**src/rtl/score_disp_pkg.sv**
```systemverilog
// Shared types and constants for the score display: the converter state
// encoding and the active-low seven-segment glyph table.
package score_disp_pkg;

    typedef enum logic [1:0] {
        IDLE  = 2'd0,
        SHIFT = 2'd1,
        DONE  = 2'd2
    } state_t;

    localparam logic [6:0] BLANK = 7'b1111111;

    // Segment codes {g,f,e,d,c,b,a}, active-low; entry n is the glyph for hex digit n.
    localparam logic [15:0][6:0] SEG_TABLE = {
        7'b0001110,  // F
        7'b0000110,  // E
        7'b0100001,  // d
        7'b1000110,  // C
        7'b0000011,  // b
        7'b0001000,  // A
        7'b0010000,  // 9
        7'b0000000,  // 8
        7'b1111000,  // 7
        7'b0000010,  // 6
        7'b0010010,  // 5
        7'b0011001,  // 4
        7'b0110000,  // 3
        7'b0100100,  // 2
        7'b1111001,  // 1
        7'b1000000   // 0
    };

endpackage

```
**src/rtl/score_display_bin2bcd_seq.sv**
```systemverilog
// Sequential double-dabble converter: 16-bit binary to 5 BCD digits,
// one shift-add-3 iteration per clock; bcd is valid while done is high.
module bin2bcd_seq
    import score_disp_pkg::*;
(
    input  logic        clk,
    input  logic        rst,
    input  logic        start,
    input  logic [15:0] bin,
    output logic        busy,
    output logic        done,
    output logic [19:0] bcd
);

    state_t      state_q, state_d;
    logic [15:0] bin_q, bin_d;
    logic [19:0] bcd_q, bcd_d;
    logic [4:0]  cnt_q, cnt_d;
    logic        busy_q, busy_d;
    logic [19:0] bcd_adj;

    genvar gi;
    generate
        for (gi = 0; gi < 5; gi++) begin : g_adj
            assign bcd_adj[gi*4 +: 4] = (bcd_q[gi*4 +: 4] >= 4'd5) ?
                                        bcd_q[gi*4 +: 4] + 4'd3 : bcd_q[gi*4 +: 4];
        end
    endgenerate

    always_comb begin
        state_d = state_q;
        bin_d   = bin_q;
        bcd_d   = bcd_q;
        cnt_d   = cnt_q;
        busy_d  = busy_q;
        case (state_q)
            IDLE: begin
                if (start) begin
                    bin_d   = bin;
                    bcd_d   = '0;
                    cnt_d   = 5'd16;
                    busy_d  = 1'b1;
                    state_d = SHIFT;
                end
            end
            SHIFT: begin
                {bcd_d, bin_d} = {bcd_adj[18:0], bin_q, 1'b0};
                cnt_d          = cnt_q - 5'd1;
                if (cnt_q == 5'd1) begin
                    state_d = DONE;
                end
            end
            DONE: begin
                busy_d  = 1'b0;
                state_d = IDLE;
            end
            default: state_d = IDLE;
        endcase
    end

    always_ff @(posedge clk) begin
        if (rst) begin
            state_q <= IDLE;
            bin_q   <= '0;
            bcd_q   <= '0;
            cnt_q   <= '0;
            busy_q  <= 1'b0;
        end else begin
            state_q <= state_d;
            bin_q   <= bin_d;
            bcd_q   <= bcd_d;
            cnt_q   <= cnt_d;
            busy_q  <= busy_d;
        end
    end

    assign busy = busy_q;
    assign done = (state_q == DONE);
    assign bcd  = bcd_q;

endmodule

```
**src/rtl/score_display.sv**
```systemverilog
// Four-digit multiplexed seven-segment score display: decimal via the
// sequential converter (clamped to 9999 with dp flag) or raw hex nibbles.
module score_display
    import score_disp_pkg::*;
#(
    parameter int SCAN_DIV = 50000,
    parameter int WIDTH    = 16
)
(
    input  logic             clk,
    input  logic             rst,
    input  logic [WIDTH-1:0] scr,
    input  logic             hex_mode,
    output logic [3:0]       an,
    output logic [6:0]       seg,
    output logic             dp,
    output logic             busy
);

    localparam int                CNT_W   = $clog2(SCAN_DIV);
    localparam logic [CNT_W-1:0]  CNT_MAX = CNT_W'(SCAN_DIV - 1);

    logic [WIDTH-1:0] last_scr_q, last_scr_d;
    logic             force_conv_q, force_conv_d;
    logic             hex_prev_q, hex_prev_d;
    logic [3:0][3:0]  digits_q, digits_d;
    logic             ovf_q, ovf_d;
    logic             hex_q, hex_d;
    logic [CNT_W-1:0] scan_cnt_q, scan_cnt_d;
    logic [1:0]       idx_q, idx_d;
    logic [3:0]       an_q, an_d;
    logic [6:0]       seg_q, seg_d;
    logic             dp_q, dp_d;

    logic             hex_fall;
    logic             conv_start;
    logic             conv_busy;
    logic             conv_done;
    logic [19:0]      conv_bcd;
    logic [3:0]       blank;

    // Leaving hex mode starts a conversion at once so decimal digits return promptly.
    assign hex_fall   = hex_prev_q & ~hex_mode;
    assign conv_start = (scr != last_scr_q) | force_conv_q | hex_fall;

    bin2bcd_seq u_conv (
        .clk   (clk),
        .rst   (rst),
        .start (conv_start),
        .bin   (scr),
        .busy  (conv_busy),
        .done  (conv_done),
        .bcd   (conv_bcd)
    );

    genvar gi;
    generate
        for (gi = 0; gi < 4; gi++) begin : g_blank
            if (gi == 0) begin : g_lsd
                assign blank[gi] = 1'b0;
            end else begin : g_upper
                assign blank[gi] = ~hex_q & ~|digits_q[3:gi];
            end
        end
    endgenerate

    always_comb begin
        last_scr_d   = last_scr_q;
        force_conv_d = force_conv_q;
        hex_prev_d   = hex_mode;
        digits_d     = digits_q;
        ovf_d        = ovf_q;
        hex_d        = hex_q;
        scan_cnt_d   = scan_cnt_q + CNT_W'(1);
        idx_d        = idx_q;

        if (conv_start && !conv_busy) begin
            last_scr_d   = scr;
            force_conv_d = 1'b0;
        end else if (hex_fall) begin
            force_conv_d = 1'b1;
        end

        if (hex_mode) begin
            digits_d = {scr[15:12], scr[11:8], scr[7:4], scr[3:0]};
            ovf_d    = 1'b0;
            hex_d    = 1'b1;
        end else if (conv_done) begin
            hex_d = 1'b0;
            if (conv_bcd[19:16] != 4'd0) begin
                digits_d = {4{4'd9}};
                ovf_d    = 1'b1;
            end else begin
                digits_d = conv_bcd[15:0];
                ovf_d    = 1'b0;
            end
        end

        if (scan_cnt_q == CNT_MAX) begin
            scan_cnt_d = '0;
            idx_d      = idx_q + 2'd1;
        end

        an_d  = ~(4'b0001 << idx_q);
        seg_d = blank[idx_q] ? BLANK : SEG_TABLE[digits_q[idx_q]];
        dp_d  = ~((idx_q == 2'd3) & ovf_q);
    end

    always_ff @(posedge clk) begin
        if (rst) begin
            last_scr_q   <= '0;
            force_conv_q <= 1'b1;
            hex_prev_q   <= 1'b0;
            digits_q     <= '0;
            ovf_q        <= 1'b0;
            hex_q        <= 1'b0;
            scan_cnt_q   <= '0;
            idx_q        <= '0;
            an_q         <= 4'b1111;
            seg_q        <= BLANK;
            dp_q         <= 1'b1;
        end else begin
            last_scr_q   <= last_scr_d;
            force_conv_q <= force_conv_d;
            hex_prev_q   <= hex_prev_d;
            digits_q     <= digits_d;
            ovf_q        <= ovf_d;
            hex_q        <= hex_d;
            scan_cnt_q   <= scan_cnt_d;
            idx_q        <= idx_d;
            an_q         <= an_d;
            seg_q        <= seg_d;
            dp_q         <= dp_d;
        end
    end

    assign an   = an_q;
    assign seg  = seg_q;
    assign dp   = dp_q;
    assign busy = conv_busy;

endmodule

```
**config.mk**
```make
export PLATFORM = sky130hd
export DESIGN_NAME = score_display
export DESIGN_NICKNAME = d
export VERILOG_FILES = /design/src/rtl/score_disp_pkg.sv /design/src/rtl/score_display_bin2bcd_seq.sv /design/src/rtl/score_display.sv
export SDC_FILE = /design/constraint.sdc
export NUM_CORES = 1
export LEC_CHECK = 0
export ABC_AREA = 1
export BUFFER_PORTS_ARGS = -buffer_cell sky130_fd_sc_hd__buf_2
export CORE_ASPECT_RATIO = 1.4
export CORE_MARGIN = 2
export CORE_UTILIZATION = 25
export CTS_BUF_LIST = sky130_fd_sc_hd__clkbuf_4
export DETAILED_ROUTE_END_ITERATION = 8
export GPL_TIMING_DRIVEN = 1
export MAX_ROUTING_LAYER = met4
export PLACE_DENSITY = 0.43
export SYNTH_ARGS = -nofsm -noshare
export SYNTH_HDL_FRONTEND = slang
export SYNTH_HIERARCHICAL = 1
export SYNTH_SLANG_ARGS = --single-unit
```
**constraint.sdc**
```tcl
create_clock -name clk -period 3.91 [get_ports clk]
set_input_delay 0.391 -clock clk [delete_from_list [all_inputs] [get_ports clk]]
set_output_delay 0.391 -clock clk [all_outputs]
set_load 0.005 [all_outputs]
```
==> results of run 1 <==
path summary, 6_finish.rpt:
path	slack (ns)	end	cells after the start	startpoint
min	0.22	u_conv/bin_q[0]	3	scr[0]
max reg2reg	1.65	u_conv/bcd[18]	12	last_scr_q[5]
max	1.65	u_conv/bcd[18]	12	last_scr_q[5]
min reg2reg	0.45	dp	1	ovf_q
state kept, by name, summed over array words and instances (netlist names):
name            flops
u_conv/cnt_q        5
u_conv/bcd         20
hex_prev_q          1
scan_cnt_q         16
last_scr_q         16
an                  4
digits_q           16
u_conv/busy         1
u_conv/state_q      2
dp                  1
seg                 7
hex_q               1
idx_q               2
ovf_q               1
u_conv/bin_q       16
force_conv_q        1
per-layer routing:
metal	part of all wire, %	up-vias	track usage, %
met1	46	2256	14.2
li1	-	2600	-
met4	2.9	0	5.87
met2	49	73	21.4
met5	0	-	-
met3	2.7	17	2.08
final cells by class:
cell class | count | area (um2)
Fill cell | 2488 | 16200
Multi-Input combinational cell | 560 | 2970
Sequential cell | 110 | 2200
Tap cell | 301 | 377
Inverter | 98 | 368
Timing Repair Buffer | 32 | 163
Clock inverter | 7 | 125
Clock buffer | 9 | 67.6
Antenna cell | 1 | 2.50
kinds of logic after synthesis:
family	Yosys count	synth area share [%]
and+or+nand+nor	424	34.2
buffers and inverters	119	9.20
DFF	110	38.7
AOI/OAI and AO/OA	102	11.2
adders and majority gates	23	5.05
xor gates and xnor gates	11	1.69
Yosys cell counts, drive strengths merged:
| cell type | count | area (um2) |
|---|---|---|
| o2111ai | 1 | 8.76 |
| o211ai | 7 | 52.6 |
| buf | 17 | 141 |
| nand4 | 16 | 106 |
| o21a | 1 | 7.51 |
| a31oi | 9 | 56.3 |
| clkinv | 1 | 3.75 |
| a21oi | 32 | 164 |
| xnor2 | 8 | 70.1 |
| o221ai | 8 | 70.1 |
| dfxtp | 110 | 2200 |
| nand2 | 222 | 856 |
| or2 | 2 | 12.5 |
| nand3 | 79 | 473 |
| ha | 23 | 288 |
| xor2 | 3 | 26.3 |
| nor2 | 80 | 349 |
| nor3b | 4 | 35.0 |
| a21boi | 1 | 11.3 |
| nand3b | 1 | 7.51 |
| o21bai | 1 | 7.51 |
| inv | 97 | 364 |
| o21ai | 41 | 250 |
| clkbuf | 4 | 15.0 |
| o22ai | 1 | 12.5 |
| nor3 | 19 | 100 |
| nor4 | 1 | 6.26 |
worst max-delay path: stages, from the launching register on:
cell	delay, ns
dfxtp_1	0.39
inv_1	0.05
nand2_1	0.05
nand2_1	0.04
nor2_1	0.11
nand2_1	0.09
nor2_2	0.13
nand3_4	0.40
nand2_2	0.28
nand2_4	0.11
nor2_8	0.17
inv_2	0.19
o21ai_0	0.18
power by group through the flow:
stage | logic, uW | registers (uW) | clock network [uW]
2_1_floorplan | 338 | 1290 | 0
3_3_place_gp | 447 | 1300 | 0
3_5_place_dp | 446 | 1300 | 0
4_1_cts | 447 | 1280 | 780
5_1_grt | 508 | 1290 | 826
6_report | 440 | 1280 | 746
metrics by stage:
stage                     setup WS (ns)  hold WS (ns)  instance area [um2]  util [%]
after floorplan                    2.11         0.381                 5700         -
after global routing               1.34         0.155                 6270      28.0
after global placement             1.34         0.416                 6080      27.1
final                              1.65         0.223                 6270      28.0
after CTS                          1.59         0.171                 6270      27.9
after detailed placement           1.29         0.410                 6080      27.1
==> flow_summary.yaml, run 1 <==
die:
  die_h_um: 183
  die_area_um2: 24000
  rows: 65
  core_area_um2: 22400
  start_util_pct: 25.4
  die_w_um: 132
  io_pins: 32
clock_network:
  cts_buffer_depth: 2
  cts_tree: "built"
  postCtsSetupBuffers: 0
  cts_made_buffers: 9
  holdBufCountCts: 0
  numClockSinks: 110
  cts.root.buffer_cell: "clkbuf_4"
  cts_resized: 0
  path_clk_slew_ns: 0.17
  clock_latency_ns: 0.49
  htreeDepth: 3
placed_design:
  placed_cells_incl_taps: 1101
  place.gp.congestion: 0.804
  place_hpwl_mm: 10.5
  port_buffers: 31
pwr:
  seqPwrFrac_pct: 51.9
  total_power_uw: 2470
  p_int_uw: 1700
  p_leak_uw: 0.00274
  combinationalPowerShare_pct: 17.9
  p_sw_uw: 767
  power_frac_clock_pct: 30.3
  ir_drop_uv: 196
  powerDensity_nw_per_um2: 393
  p_sw_share_pct: 31.1
hold_path:
  hold_class: "in2reg"
synth:
  yosysUniqueCellTypes: 45
  postSynthAreaPerCell_um2: 7.22
  synth_cells: 789
  netlist_area_um2: 5700
  ys_ff_latch: 110
  synth_seq_area_share_pct: 38.7
  synthesis.nets: 831
  ys_warn_count: 6
worst_setup_path:
  crit_type: "reg2reg"
  cp.arrival_ns: 2.66
  required_ns: 4.32
  endpoint_kind: "register"
  crit_fanout: 34
  critPathLaunchType: "register"
finish:
  area_growth_pct: 10.1
  layout_common_cells: "nand2_1, dfxtp_1, inv_1"
  finalNetCount: 853
  final_cells: 1118
  drive_gt1_share_pct: 13.4
  layout_commonest_cell: "nand2_1"
detailed_routing:
  viasPerCell: 4.42
  first_pass_iters: 6
  ant_nets: 0
  routed_wl_mm: 14.3
  dr_total_vias: 4946
  drc_errors: 0
  routedWlPerCell_um: 12.8
  drtIter0Drc: 317
global_route:
  antenna_found_initial: 1
  grtUsageTotal_pct: 12.5
  grt_overflow: 0
  grt_pass1_vias: 4655
  grt_max_degree: 35
  grt_pass1_wl_mm: 23.5
outcome:
  outcome: "finished clean"
sta:
  max_freq_ghz: 0.443
  hold_violations: 0
  post-route-min-period_ns: 2.26
  finalSetupTns_ns: 0
  drv_slew: 0
  finClkSkew_ns: 0.0282
  relSlewSlack_pct: 27.4
  rsz0062_at_grt: "no"
  worst_pin_slew_ns: 1.09
  timing.final.crit_share_pct: 57.7
  setup_viol: 0
job:
  max_cap_violations: 0
(Power assumes the default switching activity.)
==> run 2, diff against run 1 <==
--- a/config.mk
+++ b/config.mk
@@ -14,7 +14,7 @@
 export DETAILED_ROUTE_END_ITERATION = 8
 export GPL_TIMING_DRIVEN = 1
 export MAX_ROUTING_LAYER = met4
-export PLACE_DENSITY = 0.43
+export PLACE_DENSITY = 0.45
 export SYNTH_ARGS = -nofsm -noshare
 export SYNTH_HDL_FRONTEND = slang
 export SYNTH_HIERARCHICAL = 1
==> constraint.sdc (replaced) <==
create_clock -name clk -period 1.9 [get_ports clk]
set_input_delay 0.19 -clock clk [delete_from_list [all_inputs] [get_ports clk]]
set_output_delay 0.19 -clock clk [all_outputs]
set_load 0.005 [all_outputs]
==> flow_summary.yaml, run 2 (synthesis results as in run 1) <==
outcome:
  outcome: "finished clean"
pwr:
  ir_drop_uv: 258
  powerDensity_nw_per_um2: 732
  p_sw_share_pct: 32.6
  power_frac_clock_pct: 22.8
  seqPwrFrac_pct: 55.9
  p_int_uw: 3160
  p_sw_uw: 1530
  total_power_uw: 4690
  combinationalPowerShare_pct: 21.2
  p_leak_uw: 0.00281
detailed_routing:
  first_pass_iters: 4
  ant_nets: 0
  drc_errors: 0
  drtIter0Drc: 351
  routedWlPerCell_um: 12.7
  dr_total_vias: 5010
  routed_wl_mm: 14.5
  viasPerCell: 4.39
sta:
  max_freq_ghz: 0.571
  timing.final.crit_share_pct: 92.1
  rsz0062_at_grt: "no"
  drv_slew: 0
  worst_pin_slew_ns: 0.536
  setup_viol: 0
  hold_violations: 0
  fin_ws_ns: 0.149
  hold_ws_ns: 0.0504
  finalSetupTns_ns: 0
  relSlewSlack_pct: 64.2
  finClkSkew_ns: 0.0226
  post-route-min-period_ns: 1.75
global_route:
  grt_pass1_wl_mm: 23.9
  antenna_found_initial: 1
  grt_pass1_vias: 4717
  grt_overflow: 0
  grt_max_degree: 34
  grtUsageTotal_pct: 12.7
die:
  die_h_um: 183
  io_pins: 32
  start_util_pct: 25.4
  die_w_um: 132
  rows: 65
  core_area_um2: 22400
  die_area_um2: 24000
worst_setup_path:
  crit_type: "in2reg"
  critPathLaunchType: "primary input"
  required_ns: 2.31
  endpoint_kind: "register"
  crit_fanout: 6
  cp.arrival_ns: 2.16
clock_network:
  numClockSinks: 110
  cts_buffer_depth: 2
  postCtsSetupBuffers: 0
  cts.root.buffer_cell: "clkbuf_4"
  cts_made_buffers: 9
  path_clk_slew_ns: 0.17
  htreeDepth: 3
  cts_tree: "built"
  clock_latency_ns: 0.47
finish:
  drive_gt1_share_pct: 15.7
  fin_area_um2: 6400
  area_growth_pct: 12.4
  largest_reg_flops: 20
  finalNetCount: 877
  layout_common_cells: "nand2_1, dfxtp_1, inv_1"
  fillers: 2509
  regArea_um2: 2200
  multiInputGateArea_um2: 2970
  layout_commonest_cell: "nand2_1"
placed_design:
  place_area_um2: 6260
  place.gp.congestion: 0.832
  dp_slack_ns: 0.110
  port_buffers: 31
  place_hpwl_mm: 10.9
job:
  max_cap_violations: 0
hold_path:
  hold_class: "in2reg"
run 2: cell count changes in the layout (fill, tap and decap cells not counted), moves of 2 or more:
| cell | before | now |
|---|---|---|
| buf_4 | 1 | 22 |
| bufinv_16 | 3 | 0 |
| clkinvlp_4 | 0 | 2 |
| dlygate4sd3_1 | 0 | 2 |
| inv_6 | 3 | 1 |
| o21ai_0 | 27 | 25 |
| o21ai_1 | 4 | 6 |
run 2: metal layers:
metal  vias to the layer above  routed length [um]  global-route usage, %
met4                         0                 458                   6.04
li1                       2646                   -                      -
met1                      2273                6670                   15.0
met3                        20                 344                   1.72
met5                         -                   0                      -
met2                        71                7020                   21.5
run 2: final cells by class:
| class | count | area share (%) |
|---|---|---|
| Antenna cell | 1 | 0.0391 |
| Sequential cell | 110 | 34.4 |
| Clock inverter | 6 | 0.586 |
| Multi-Input combinational cell | 560 | 46.4 |
| Inverter | 98 | 5.84 |
| Clock buffer | 10 | 1.17 |
| Timing Repair Buffer | 56 | 5.63 |
| Tap cell | 301 | 5.88 |
run 2: worst paths after layout:
kind	start	end	slack [ns]	cells past startpoint
max	scr[2]	u_conv/bin_q[10]	0.15	13
min	scr[1]	digits_q[1]	0.05	3
max reg2reg	last_scr_q[0]	u_conv/bin_q[10]	0.16	8
min reg2reg	ovf_q	dp	0.44	1
run 2: per-stage QoR:
stage / utilization, % / cells
2_1_floorplan: - / 789
3_3_place_gp: 27.9 / 1123
3_5_place_dp: 27.9 / 1123
4_1_cts: 28.5 / 1141
5_1_grt: 28.5 / 1142
6_report: 28.5 / 1142
run 2: timing repair:
item | in CTS | in global routing
hold buffers | 2 | 0
gates resized for setup | 0 | 7
endpoints found under the setup margin | 0 | 12
hold endpoints to repair | 2 | 0
run 2: critical path, stage by stage:
cell and delay [ns]:
dlygate4sd3_1 0.53, buf_2 0.17, inv_1 0.09, nand2_1 0.05, nand2_1 0.05, nor2_1 0.04, nand2_1 0.08, nor2_2 0.05
nand3_4 0.09, nand3_1 0.10, nor2_1 0.43, nand2_1 0.17, o211ai_1 0.13
run 2: power groups by stage:
| stage | combinational, uW | sequential, uW | clock [uW] |
|---|---|---|---|
| 6_report | 996 | 2620 | 1070 |
| 5_1_grt | 1150 | 2650 | 1230 |
| 4_1_cts | 1010 | 2620 | 1160 |
| 3_5_place_dp | 1000 | 2670 | 0 |
| 3_3_place_gp | 1010 | 2670 | 0 |
| 2_1_floorplan | 697 | 2650 | 0 |
